<file path="src/rtl/tpu_pkg.sv">
// Shared definitions for the tpu_mm2x2 matrix-vector engine.
// Build option: define SIGNED_MAC_EN to treat operands as two's-complement;
// leave it undefined for plain unsigned arithmetic.
package tpu_pkg;

  localparam int DATA_W = 32;
  localparam int DEPTH  = 4;
  localparam int RES_W  = 16;
  localparam int CNT_W  = $clog2(DEPTH) + 1;
  localparam int PROD_W = 2 * DATA_W;

  // APB register map (byte-free word addresses as seen on i_paddr)
  localparam logic [31:0] ADDR_W00  = 32'd0;
  localparam logic [31:0] ADDR_W01  = 32'd1;
  localparam logic [31:0] ADDR_W10  = 32'd2;
  localparam logic [31:0] ADDR_W11  = 32'd3;
  localparam logic [31:0] ADDR_RES  = 32'd0;
  localparam logic [31:0] ADDR_STAT = 32'd4;

  typedef enum logic [1:0] {
    S_IDLE = 2'd0,
    S_RUN  = 2'd1,
    S_DONE = 2'd2
  } state_t;

  // Stage-1 pipeline payload: the four partial products, already reduced
  // to the result lane width.
  typedef struct packed {
    logic [RES_W-1:0] p00;  // in1 * W00
    logic [RES_W-1:0] p10;  // in2 * W10
    logic [RES_W-1:0] p01;  // in1 * W01
    logic [RES_W-1:0] p11;  // in2 * W11
  } prod_t;

  // Full-precision multiply, truncated to one result lane.
  function automatic logic [RES_W-1:0] mul_trunc(input logic [DATA_W-1:0] a,
                                                 input logic [DATA_W-1:0] b);
    logic [PROD_W-1:0] p;
`ifdef SIGNED_MAC_EN
    p = $unsigned($signed({{DATA_W{a[DATA_W-1]}}, a}) *
                  $signed({{DATA_W{b[DATA_W-1]}}, b}));
`else
    p = {{DATA_W{1'b0}}, a} * {{DATA_W{1'b0}}, b};
`endif
    return RES_W'(p);
  endfunction

endpackage

</file>
<file path="src/rtl/sync_fifo.sv">
// Single-clock FIFO with synchronous active-high reset. Pushes to a full
// FIFO and pops from an empty one are ignored. DEPTH must be a power of two
// so the pointers wrap naturally.
module sync_fifo #(
  parameter int WIDTH = 32,
  parameter int DEPTH = 4
) (
  input  logic                   clk_i,
  input  logic                   rst_i,
  input  logic                   push_i,
  input  logic                   pop_i,
  input  logic [WIDTH-1:0]       wdata_i,
  output logic [WIDTH-1:0]       rdata_o,
  output logic                   full_o,
  output logic                   empty_o,
  output logic [$clog2(DEPTH):0] count_o
);

  localparam int AW = $clog2(DEPTH);
  localparam int CW = AW + 1;

  logic [WIDTH-1:0] mem_q [DEPTH];
  logic [AW-1:0]    wr_ptr_q, wr_ptr_d;
  logic [AW-1:0]    rd_ptr_q, rd_ptr_d;
  logic [CW-1:0]    count_q, count_d;
  logic             do_push, do_pop;

  assign full_o  = (count_q == CW'(DEPTH));
  assign empty_o = (count_q == '0);
  assign count_o = count_q;
  assign rdata_o = mem_q[rd_ptr_q];
  assign do_push = push_i & ~full_o;
  assign do_pop  = pop_i & ~empty_o;

  // Next pointers and occupancy from the qualified push/pop strobes
  always_comb begin
    // NOTE: every comb output gets a default first so no path infers a latch.
    wr_ptr_d = wr_ptr_q;
    rd_ptr_d = rd_ptr_q;
    if (do_push) wr_ptr_d = wr_ptr_q + 1'b1;
    if (do_pop)  rd_ptr_d = rd_ptr_q + 1'b1;
    count_d = count_q + CW'(do_push) - CW'(do_pop);
  end

  // Control state register
  always_ff @(posedge clk_i) begin
    // NOTE: non-blocking assignments so every flop samples pre-edge values.
    if (rst_i) begin
      wr_ptr_q <= '0;
      rd_ptr_q <= '0;
      count_q  <= '0;
    end else begin
      wr_ptr_q <= wr_ptr_d;
      rd_ptr_q <= rd_ptr_d;
      count_q  <= count_d;
    end
  end

  // Storage write
  always_ff @(posedge clk_i) begin
    // NOTE: storage is not reset; stale words are never visible because
    // reads are qualified by empty, and leaving it unreset keeps it RAM-mappable.
    if (do_push) mem_q[wr_ptr_q] <= wdata_i;
  end

endmodule

</file>
<file path="src/rtl/tpu_mm2x2.sv">
// tpu_mm2x2: toy 2x2 weight-stationary matrix-vector engine.
// Weights are written over APB, vector elements are queued in two input
// FIFOs, and packed results {y2, y1} are drained from a result FIFO over APB.
// Two-stage pipeline: stage 1 registers the products, stage 2 adds them and
// pushes into the result FIFO (result visible two cycles after the pop).
// Build option: SIGNED_MAC_EN selects two's-complement operands.
module tpu_mm2x2
  import tpu_pkg::*;
(
  input  logic              i_clk,
  input  logic              i_rst,
  input  logic [DATA_W-1:0] in1,
  input  logic [DATA_W-1:0] in2,
  input  logic              in1_en,
  input  logic              in2_en,
  input  logic              start,
  output logic              done,
  output logic [2:0]        o_full,
  output logic [2:0]        o_empty,
  input  logic [31:0]       i_paddr,
  input  logic              i_psel,
  input  logic              i_pwrite,
  input  logic [31:0]       i_pwdata,
  input  logic              i_penable,
  output logic [31:0]       o_prdata
);

  state_t state_q, state_d;

  logic [DATA_W-1:0] w00_q, w01_q, w10_q, w11_q;

  logic [DATA_W-1:0] f0_rdata, f1_rdata, res_rdata, res_wdata;
  logic              f0_full, f0_empty, f1_full, f1_empty, res_full, res_empty;
  logic [CNT_W-1:0]  f0_cnt, f1_cnt, res_cnt;
  logic              unused_cnt;

  logic              pop_in;
  logic              res_pop;
  logic              apb_access;
  logic              wr_en;

  prod_t             prod_q, prod_d;
  logic              v1_q, v1_d;
  logic [RES_W-1:0]  y1, y2;

  // Input occupancies are not needed; only the result FIFO level gates issue.
  assign unused_cnt = ^{f0_cnt, f1_cnt};

  assign o_full  = {res_full, f1_full, f0_full};
  assign o_empty = {res_empty, f1_empty, f0_empty};

  // ---------------- APB decode ----------------
  assign apb_access = i_psel & i_penable;
  assign wr_en      = apb_access & i_pwrite & (state_q == S_IDLE);
  assign res_pop    = apb_access & ~i_pwrite & (i_paddr == ADDR_RES) & ~res_empty;

  // Weight registers, writable only while idle
  always_ff @(posedge i_clk) begin
    if (i_rst) begin
      w00_q <= '0;
      w01_q <= '0;
      w10_q <= '0;
      w11_q <= '0;
    end else if (wr_en) begin
      case (i_paddr)
        ADDR_W00: w00_q <= i_pwdata;
        ADDR_W01: w01_q <= i_pwdata;
        ADDR_W10: w10_q <= i_pwdata;
        ADDR_W11: w11_q <= i_pwdata;
        default:  ;
      endcase
    end
  end

  // Read data mux; zero whenever no read is addressed
  always_comb begin
    o_prdata = '0;
    if (i_psel && !i_pwrite) begin
      if (i_paddr == ADDR_RES)
        o_prdata = res_empty ? '0 : res_rdata;
      else if (i_paddr == ADDR_STAT)
        o_prdata = {26'b0, o_empty, o_full};
    end
  end

  // ---------------- FIFOs ----------------
  sync_fifo #(.WIDTH(DATA_W), .DEPTH(DEPTH)) u_fifo0 (
    .clk_i(i_clk), .rst_i(i_rst), .push_i(in1_en), .pop_i(pop_in),
    .wdata_i(in1), .rdata_o(f0_rdata), .full_o(f0_full), .empty_o(f0_empty),
    .count_o(f0_cnt)
  );

  sync_fifo #(.WIDTH(DATA_W), .DEPTH(DEPTH)) u_fifo1 (
    .clk_i(i_clk), .rst_i(i_rst), .push_i(in2_en), .pop_i(pop_in),
    .wdata_i(in2), .rdata_o(f1_rdata), .full_o(f1_full), .empty_o(f1_empty),
    .count_o(f1_cnt)
  );

  sync_fifo #(.WIDTH(DATA_W), .DEPTH(DEPTH)) u_fifo_res (
    .clk_i(i_clk), .rst_i(i_rst), .push_i(v1_q), .pop_i(res_pop),
    .wdata_i(res_wdata), .rdata_o(res_rdata), .full_o(res_full), .empty_o(res_empty),
    .count_o(res_cnt)
  );

  // ---------------- FSM ----------------
  // State register
  always_ff @(posedge i_clk) begin
    if (i_rst) state_q <= S_IDLE;
    else       state_q <= state_d;
  end

  // Next-state logic: RUN ends once an input queue is dry and stage 1 is empty
  always_comb begin
    state_d = state_q;
    case (state_q)
      S_IDLE: if (start) state_d = S_RUN;
      S_RUN:  if ((f0_empty || f1_empty) && !v1_q) state_d = S_DONE;
      S_DONE: if (!start) state_d = S_IDLE;
      default: state_d = S_IDLE;
    endcase
  end

  // Outputs: issue a pop only if the result FIFO can absorb the in-flight entry too
  always_comb begin
    done   = (state_q == S_DONE) && start;
    pop_in = (state_q == S_RUN) && !f0_empty && !f1_empty &&
             ((res_cnt + CNT_W'(v1_q)) < CNT_W'(DEPTH));
  end

  // ---------------- Datapath ----------------
  // Stage 1 next: products of the FIFO heads against the stationary weights
  always_comb begin
    v1_d   = pop_in;
    prod_d = prod_q;
    if (pop_in) begin
      prod_d = '{p00: mul_trunc(f0_rdata, w00_q),
                 p10: mul_trunc(f1_rdata, w10_q),
                 p01: mul_trunc(f0_rdata, w01_q),
                 p11: mul_trunc(f1_rdata, w11_q)};
    end
  end

  // Stage 1 register
  always_ff @(posedge i_clk) begin
    if (i_rst) begin
      v1_q   <= 1'b0;
      prod_q <= '0;
    end else begin
      v1_q   <= v1_d;
      prod_q <= prod_d;
    end
  end

  // Stage 2: lane sums wrap mod 2^RES_W, which matches the truncated signed
  // sum as well, so one adder serves both builds.
  assign y1        = prod_q.p00 + prod_q.p10;
  assign y2        = prod_q.p01 + prod_q.p11;
  assign res_wdata = {y2, y1};

endmodule

</file>
<file path="config.mk">
export PLATFORM = sky130hd
export DESIGN_NAME = tpu_mm2x2
export DESIGN_NICKNAME = d
export VERILOG_FILES = /design/src/rtl/tpu_pkg.sv /design/src/rtl/sync_fifo.sv /design/src/rtl/tpu_mm2x2.sv
export SDC_FILE = /design/constraint.sdc
export NUM_CORES = 2
export LEC_CHECK = 0
export CAP_MARGIN = 10
export CORE_ASPECT_RATIO = 0.7
export CORE_MARGIN = 2
export CORE_UTILIZATION = 62
export CTS_BUF_LIST = sky130_fd_sc_hd__clkbuf_8 sky130_fd_sc_hd__clkbuf_16
export DETAILED_ROUTE_END_ITERATION = 12
export GPL_ROUTABILITY_DRIVEN = 1
export GPL_TIMING_DRIVEN = 0
export PLACE_DENSITY = 0.8
export SETUP_SLACK_MARGIN = 0.02
export SLEW_MARGIN = 20
export SYNTH_ARGS = -nofsm -noshare
export SYNTH_HDL_FRONTEND = slang
export SYNTH_SLANG_ARGS = --single-unit
</file>
<file path="constraint.sdc">
create_clock -name i_clk -period 8.3 [get_ports i_clk]
set_clock_uncertainty 0.15 [all_clocks]
set_input_delay 1.66 -clock i_clk [delete_from_list [all_inputs] [get_ports i_clk]]
set_output_delay 1.66 -clock i_clk [all_outputs]
set_load 0.02 [all_outputs]
</file>
# After elaboration in Yosys (flattened, before gate mapping)
# Memories as Yosys holds them, arrays and structs flattened. A register that Yosys moved wholly into a read port is not among the register bits.
# Cells that the tools add are included.
word_totals:
  register_bits: 216
  ram_bits: 384
  output_inout_bits: 39
  elab_cells: 114
  n_memories: 3
mem_list:
  columns: ["memory", "words", "width", "read_ports", "rd_clocked_by_memory_dff", "write_ports", "line", "rtl"]
  rows:
  - ["u_fifo0.mem_q", 4, 32, 1, 1, 1, "sync_fifo.sv:22", "logic [WIDTH-1:0] mem_q [DEPTH];"]
  - ["u_fifo1.mem_q", 4, 32, 1, 1, 1, "sync_fifo.sv:22", null]
  - ["u_fifo_res.mem_q", 4, 32, 1, 1, 1, "sync_fifo.sv:22", null]
op_classes:
  n_addsub: 15
  n_mul: 4
  n_lt_le_gt_ge: 1
  n_eq_ne: 12
  muxes: 20
  n_bitwise: 19
  n_reduce_logical: 21
ops:
  columns: ["operator", "count"]
  rows:
  - ["32-bit by 32-bit multiplier with 16-bit output", 4]
  - ["32-bit 2-to-1 mux", 3]
  - ["32-bit by 2-bit equality test with 1-bit output (second input constant)", 2]
  - ["16-bit adder", 2]
  - ["32-bit by 1-bit equality test with 1-bit output (second input constant)", 1]
  - ["32-bit by 3-bit equality test with 1-bit output (second input constant)", 1]
  - ["32-bit logical NOT", 1]
  - ["2-bit 2-to-1 mux", 9]
  - ["2-bit by 1-bit adder with 2-bit output (second input constant)", 6]
  - ["3-bit by 1-bit adder with 3-bit output", 4]
  - ["1-bit bitwise AND", 12]
  - ["3-bit equality test (second input constant)", 3]
  - ["3-bit logical NOT", 3]
  - ["3-bit by 1-bit subtractor with 3-bit output", 3]
  - ["2-bit AND reduction", 4]
  - ["1-bit inverter", 7]
  - ["1-bit logical AND", 6]
  - ["1-bit 2-to-1 mux", 6]
  - ["6-bit 2-to-1 mux", 1]
  - ["2-bit != test (second input constant)", 3]
  - ["2-bit case mux with 3 select lines", 1]
  - ["1-bit logical NOT", 4]
  - ["3-bit less-than comparator (second input constant)", 1]
  - ["3-bit AND reduction", 1]
  - ["4 further kinds", 4]

# Depth between registers and ports, before layout
logic_depth:
  depth_word: 8
  depth_mapped: 27

# By module
# Synthesis repeated with hierarchy kept, for this count alone.
unflattened:
  hier_cells: 3309
  area_unflattened_um2: 37385.9
by_module_without_submodules:
  columns: ["module", "instances", "cells_per_inst", "area_per_inst_um2"]
  rows:
  - ["tpu_mm2x2", 1, 2655, 21991.1]
  - ["sync_fifo at u_fifo0 ...", 2, 218, 5132.4]
  - ["sync_fifo at u_fifo_res", 1, 218, 5129.9]

# Worst setup path before layout
# Ideal clock, no wire load.
synth_timing:
  path_type: "reg2reg"
  from: "reg with a tool-made name"
  to: "reg prod_q[31] (netlist name)"
  arrival_ns: 5.943
  slack_ns: 2.122
  path_stages_with_launch: 25
  path_cell_list: "dfxtp_1 buf_6 buf_12 mux4_1 clkbuf_1 and2_1 fa_1 inv_1 fa_1 inv_1 fa_1 inv_1 fa_1 inv_1 fa_1 inv_1 fa_1 inv_1 ha_1 a21o_1 a21oi_1 nand3_1 o211ai_1 xnor2_1 a211oi_1"
synth_rtl:
  columns: ["item", "line", "rtl"]
  rows:
  - ["end signal: assignment", "tpu_mm2x2.sv:150", "prod_q <= prod_d;"]
  - ["end: declaration", "tpu_mm2x2.sv:42", "prod_t prod_q, prod_d;"]

==> impl_metrics.env <==
export IMPL_worst_setup_path_type="flip-flop to flip-flop"
export IMPL_path_cells="clkbuf_2 > buf_2 > mux4_2 > clkbuf_1 > clkbuf_1 > nand2_1 > fa_1 > fa_1 > inv_1 > fa_1 > fa_1 > inv_1 > fa_1 > fa_1 > xor2_1 > xnor2_1 > xnor2_1 > xnor2_1 > xnor2_1 > xnor2_1 > xnor2_1 > nand2_1 > a21oi_1"
export IMPL_status="finished clean"
export IMPL_cts_tree="done"
export IMPL_synth_area_um2=32450
export IMPL_finalHoldViolations=0
export IMPL_busiest_layer="met2"
export IMPL_clock_sinks=414
export IMPL_fin_crit_sh_pct=91.72
export IMPL_rr_endpoint="prod_q[47]"
export IMPL_cts_root_buf="clkbuf_16"
export IMPL_via_per_inst=5.655
export IMPL_synth_edf_count=256
export IMPL_core_area_um2=51940
export IMPL_fin_area_um2=35960
export IMPL_grtUsageMet2_pct=47.62
export IMPL_overflow=0
export IMPL_hold_buffers=0
export IMPL_grt_use_met3_pct=9.296
export IMPL_met1_usage_pct=43.39
export IMPL_cp_slowest_stage_delay_ps=580
export IMPL_drt_iter0_markers=2050
export IMPL_endpoint_kind="flip-flop"
export IMPL_worst_r2r_cell_count=23
export IMPL_grt_pass1_wl_um=129600
export IMPL_dpl_hpwl_um=64820
export IMPL_worst_pin_slew_ps=1086
export IMPL_netlist_top_cell_by_area="edfxtp_1"
export IMPL_crit_slowest_cell="clkbuf_1"
export IMPL_firstDrtPassIters=6
export IMPL_cts_setup_buffers=0
export IMPL_period_needed_ps=7612
export IMPL_final_layout_size_suffix_gt1_share_pct=4.679
export IMPL_nNetsFinal=4008
export IMPL_maxCapViolCount=0
export IMPL_yosys_warnings=0
export IMPL_ys_seq_elements=414
export IMPL_clock_latency_ps=590
export IMPL_ys_types=54
export IMPL_cts_resized=0
export IMPL_final_antenna_net_count=0
export IMPL_slew_headroom_pct=27.60
export IMPL_rows=70
export IMPL_clock_path_buffers=3
export IMPL_syn2layout_area_growth_pct=10.82
export IMPL_vias=22740
export IMPL_numPortBuffers=123
export IMPL_clk_pin_slew_ps=70
export IMPL_hold_class="flip-flop to flip-flop"
export IMPL_synth_async_reset_ratio_pct=0
export IMPL_numCtsBuffers=40
export IMPL_n_fill_cell=3795
export IMPL_synth_main_ff_cell="edfxtp_1"
export IMPL_drcViolationCount=0
export IMPL_grt_usage_pct=31.16
export IMPL_initial_utilization_pct=62.48
export IMPL_regArea_um2=10850
export IMPL_yosysSeqAreaShare_pct=33.44
export IMPL_final_util_pct=69.23
export IMPL_ios=175
export IMPL_die_area_um2=54210
export IMPL_final_max_slew_viol_count=0
export IMPL_cp_endpoint="prod_q[47]"
export IMPL_routabilityCongestion=0.9746
export IMPL_critPathLaunchType="flip-flop"
export IMPL_required_ps=8650
export IMPL_ys_top_cells_by_count="inv_1, nand2_1, fa_1, and2_1, edfxtp_1"
export IMPL_grt_pass1_vias=23436
export IMPL_ir_worst_vdd_v=0.0001747
export IMPL_postSynthAreaPerCell_um2=10.36
export IMPL_chipHeight_um=195.4
export IMPL_antenna_found_initial=4
export IMPL_placed_area_um2=34630
export IMPL_setup_viol_count_final=0
export IMPL_fin_tns_setup_ps=0
export IMPL_netlist_instances=3133
export IMPL_multiInputGateArea_um2=19140
export IMPL_rrSetupSlack_ps=690
export IMPL_yosysMostFrequentCell="inv_1"
export IMPL_drt_wl_total_um=82600
export IMPL_wire_per_inst_um=20.54
export IMPL_power_density_nw_per_um2=139.0
export IMPL_grt_max_degree=30
export IMPL_synth_fp_nets=3838
export IMPL_worstPathMaxFanout=10
export IMPL_rsz0062_at_grt="no"
export IMPL_synth_top_area_share_pct=23.69
export IMPL_htreeDepth=2
export IMPL_synth_area_top_cells="edfxtp_1, fa_1, dfxtp_1"
export IMPL_fmax_ghz=0.1314
export IMPL_leakage_nw=15.03
export IMPL_hold_slack_ps=309.4
export IMPL_crit_arrival_ps=7960
export IMPL_design_power_total_mw=5.000
export IMPL_die_w_um=277.4
## through the flow
stage	setup slack [ps]	std cells
global route	394.9	4020
detailed placement	877.7	3945
CTS	841.4	4018
finish	687.6	4021
floorplan	2122	3133
global placement	917.7	3940
## layer usage
layer	up-vias	routed length [um]
li1	10301	-
met1	11169	34600
met2	1106	36420
met3	162	9356
met4	2	2150
met5	-	78
## how the worst min path moves through the flow
stage / start / endpoint / cells past startpoint
global placement: prod_q[54] / prod_q[54] / 2
CTS: prod_q[14] / prod_q[14] / 2
floorplan: w01_q[15] / w01_q[15] / 2
global route: prod_q[62] / prod_q[62] / 2
finish: prod_q[14] / prod_q[14] / 2
detailed placement: prod_q[14] / prod_q[14] / 2
## flip-flops by register name, summed over array words and instances (netlist names), 3 cells and up, named ones only
name / flops
u_fifo0.count_o: 3
w10_q: 16
u_fifo_res.mem_q: 128
u_fifo_res.count_o: 3
u_fifo0.mem_q: 64
w00_q: 16
u_fifo1.mem_q: 64
u_fifo1.count_o: 3
w01_q: 16
w11_q: 16
prod_q: 64
## cells by family (layout without fill, tap and decap cells)
kind of cell / count (synthesis) / count (layout) / synth area share [%]
AND/OR/NAND/NOR: 983 / 983 / 14.37
buffers and inverters: 635 / 836 / 7.612
adder cells (fa/ha/maj): 569 / 569 / 29.46
flip-flops: 414 / 414 / 33.44
AO/OA/AOI/OAI: 255 / 255 / 4.585
XOR/XNOR: 190 / 190 / 5.217
multiplexers: 87 / 87 / 5.313
other: 0 / 3 / 0
## area by class of cell
type,count,share of cell area (%)
Inverter,485,5.063
Buffer,150,1.809
Clock buffer,42,2.923
Timing Repair Buffer,128,3.667
Antenna cell,3,0.02088
Sequential cell,414,30.18
Tap cell,684,2.380
Clock inverter,31,0.7342
Multi-Input combinational cell,2084,53.23
## cell usage in the layout (no fill, tap or decap), types with 5 or more instances in the layout
cell type	netlist	layout
clkdlybuf4s50_1	0	123
nor2b_1	39	39
nor2_1	99	99
ha_1	244	244
buf_4	6	7
mux2i_1	23	23
nor4_1	8	7
inv_1	484	492
nand2_1	481	481
mux4_2	50	50
nand2b_1	13	13
nor3b_1	6	6
clkbuf_1	128	127
o21bai_1	13	13
and2_2	2	6
a211oi_1	8	8
a21oi_1	146	146
xnor2_1	144	144
clkinv_2	0	8
o21ba_2	6	6
o21a_1	6	6
clkinv_1	1	5
mux4_1	14	14
buf_2	6	6
xor2_1	43	43
buf_12	2	6
a21o_1	17	17
or3_1	6	6
nor3_1	13	13
o21ai_0	34	34
fa_1	325	325
dfxtp_1	158	158
clkbuf_16	0	42
edfxtp_1	256	256
a22oi_1	5	5
nand3_1	29	29
and2_1	274	270
## worst max-delay path: cells and delay by family (launching register included)
kind	cells	cell delay (ps)
adder cells (fa/ha/maj)	6	2960
AO/OA/AOI/OAI	1	170
multiplexers	1	270
flip-flops	1	330
AND/OR/NAND/NOR	2	270
buffers and inverters	6	1730
XOR/XNOR	7	1680
## where the power goes
part	switching [mW]	total (mW)	internal, mW
clock network	0.804	1.85	1.05
logic	0.589	0.823	0.235
registers	0.0411	2.33	2.29
total	1.43	5.00	3.57
Note: power is estimated with default switching activity, not from simulation.
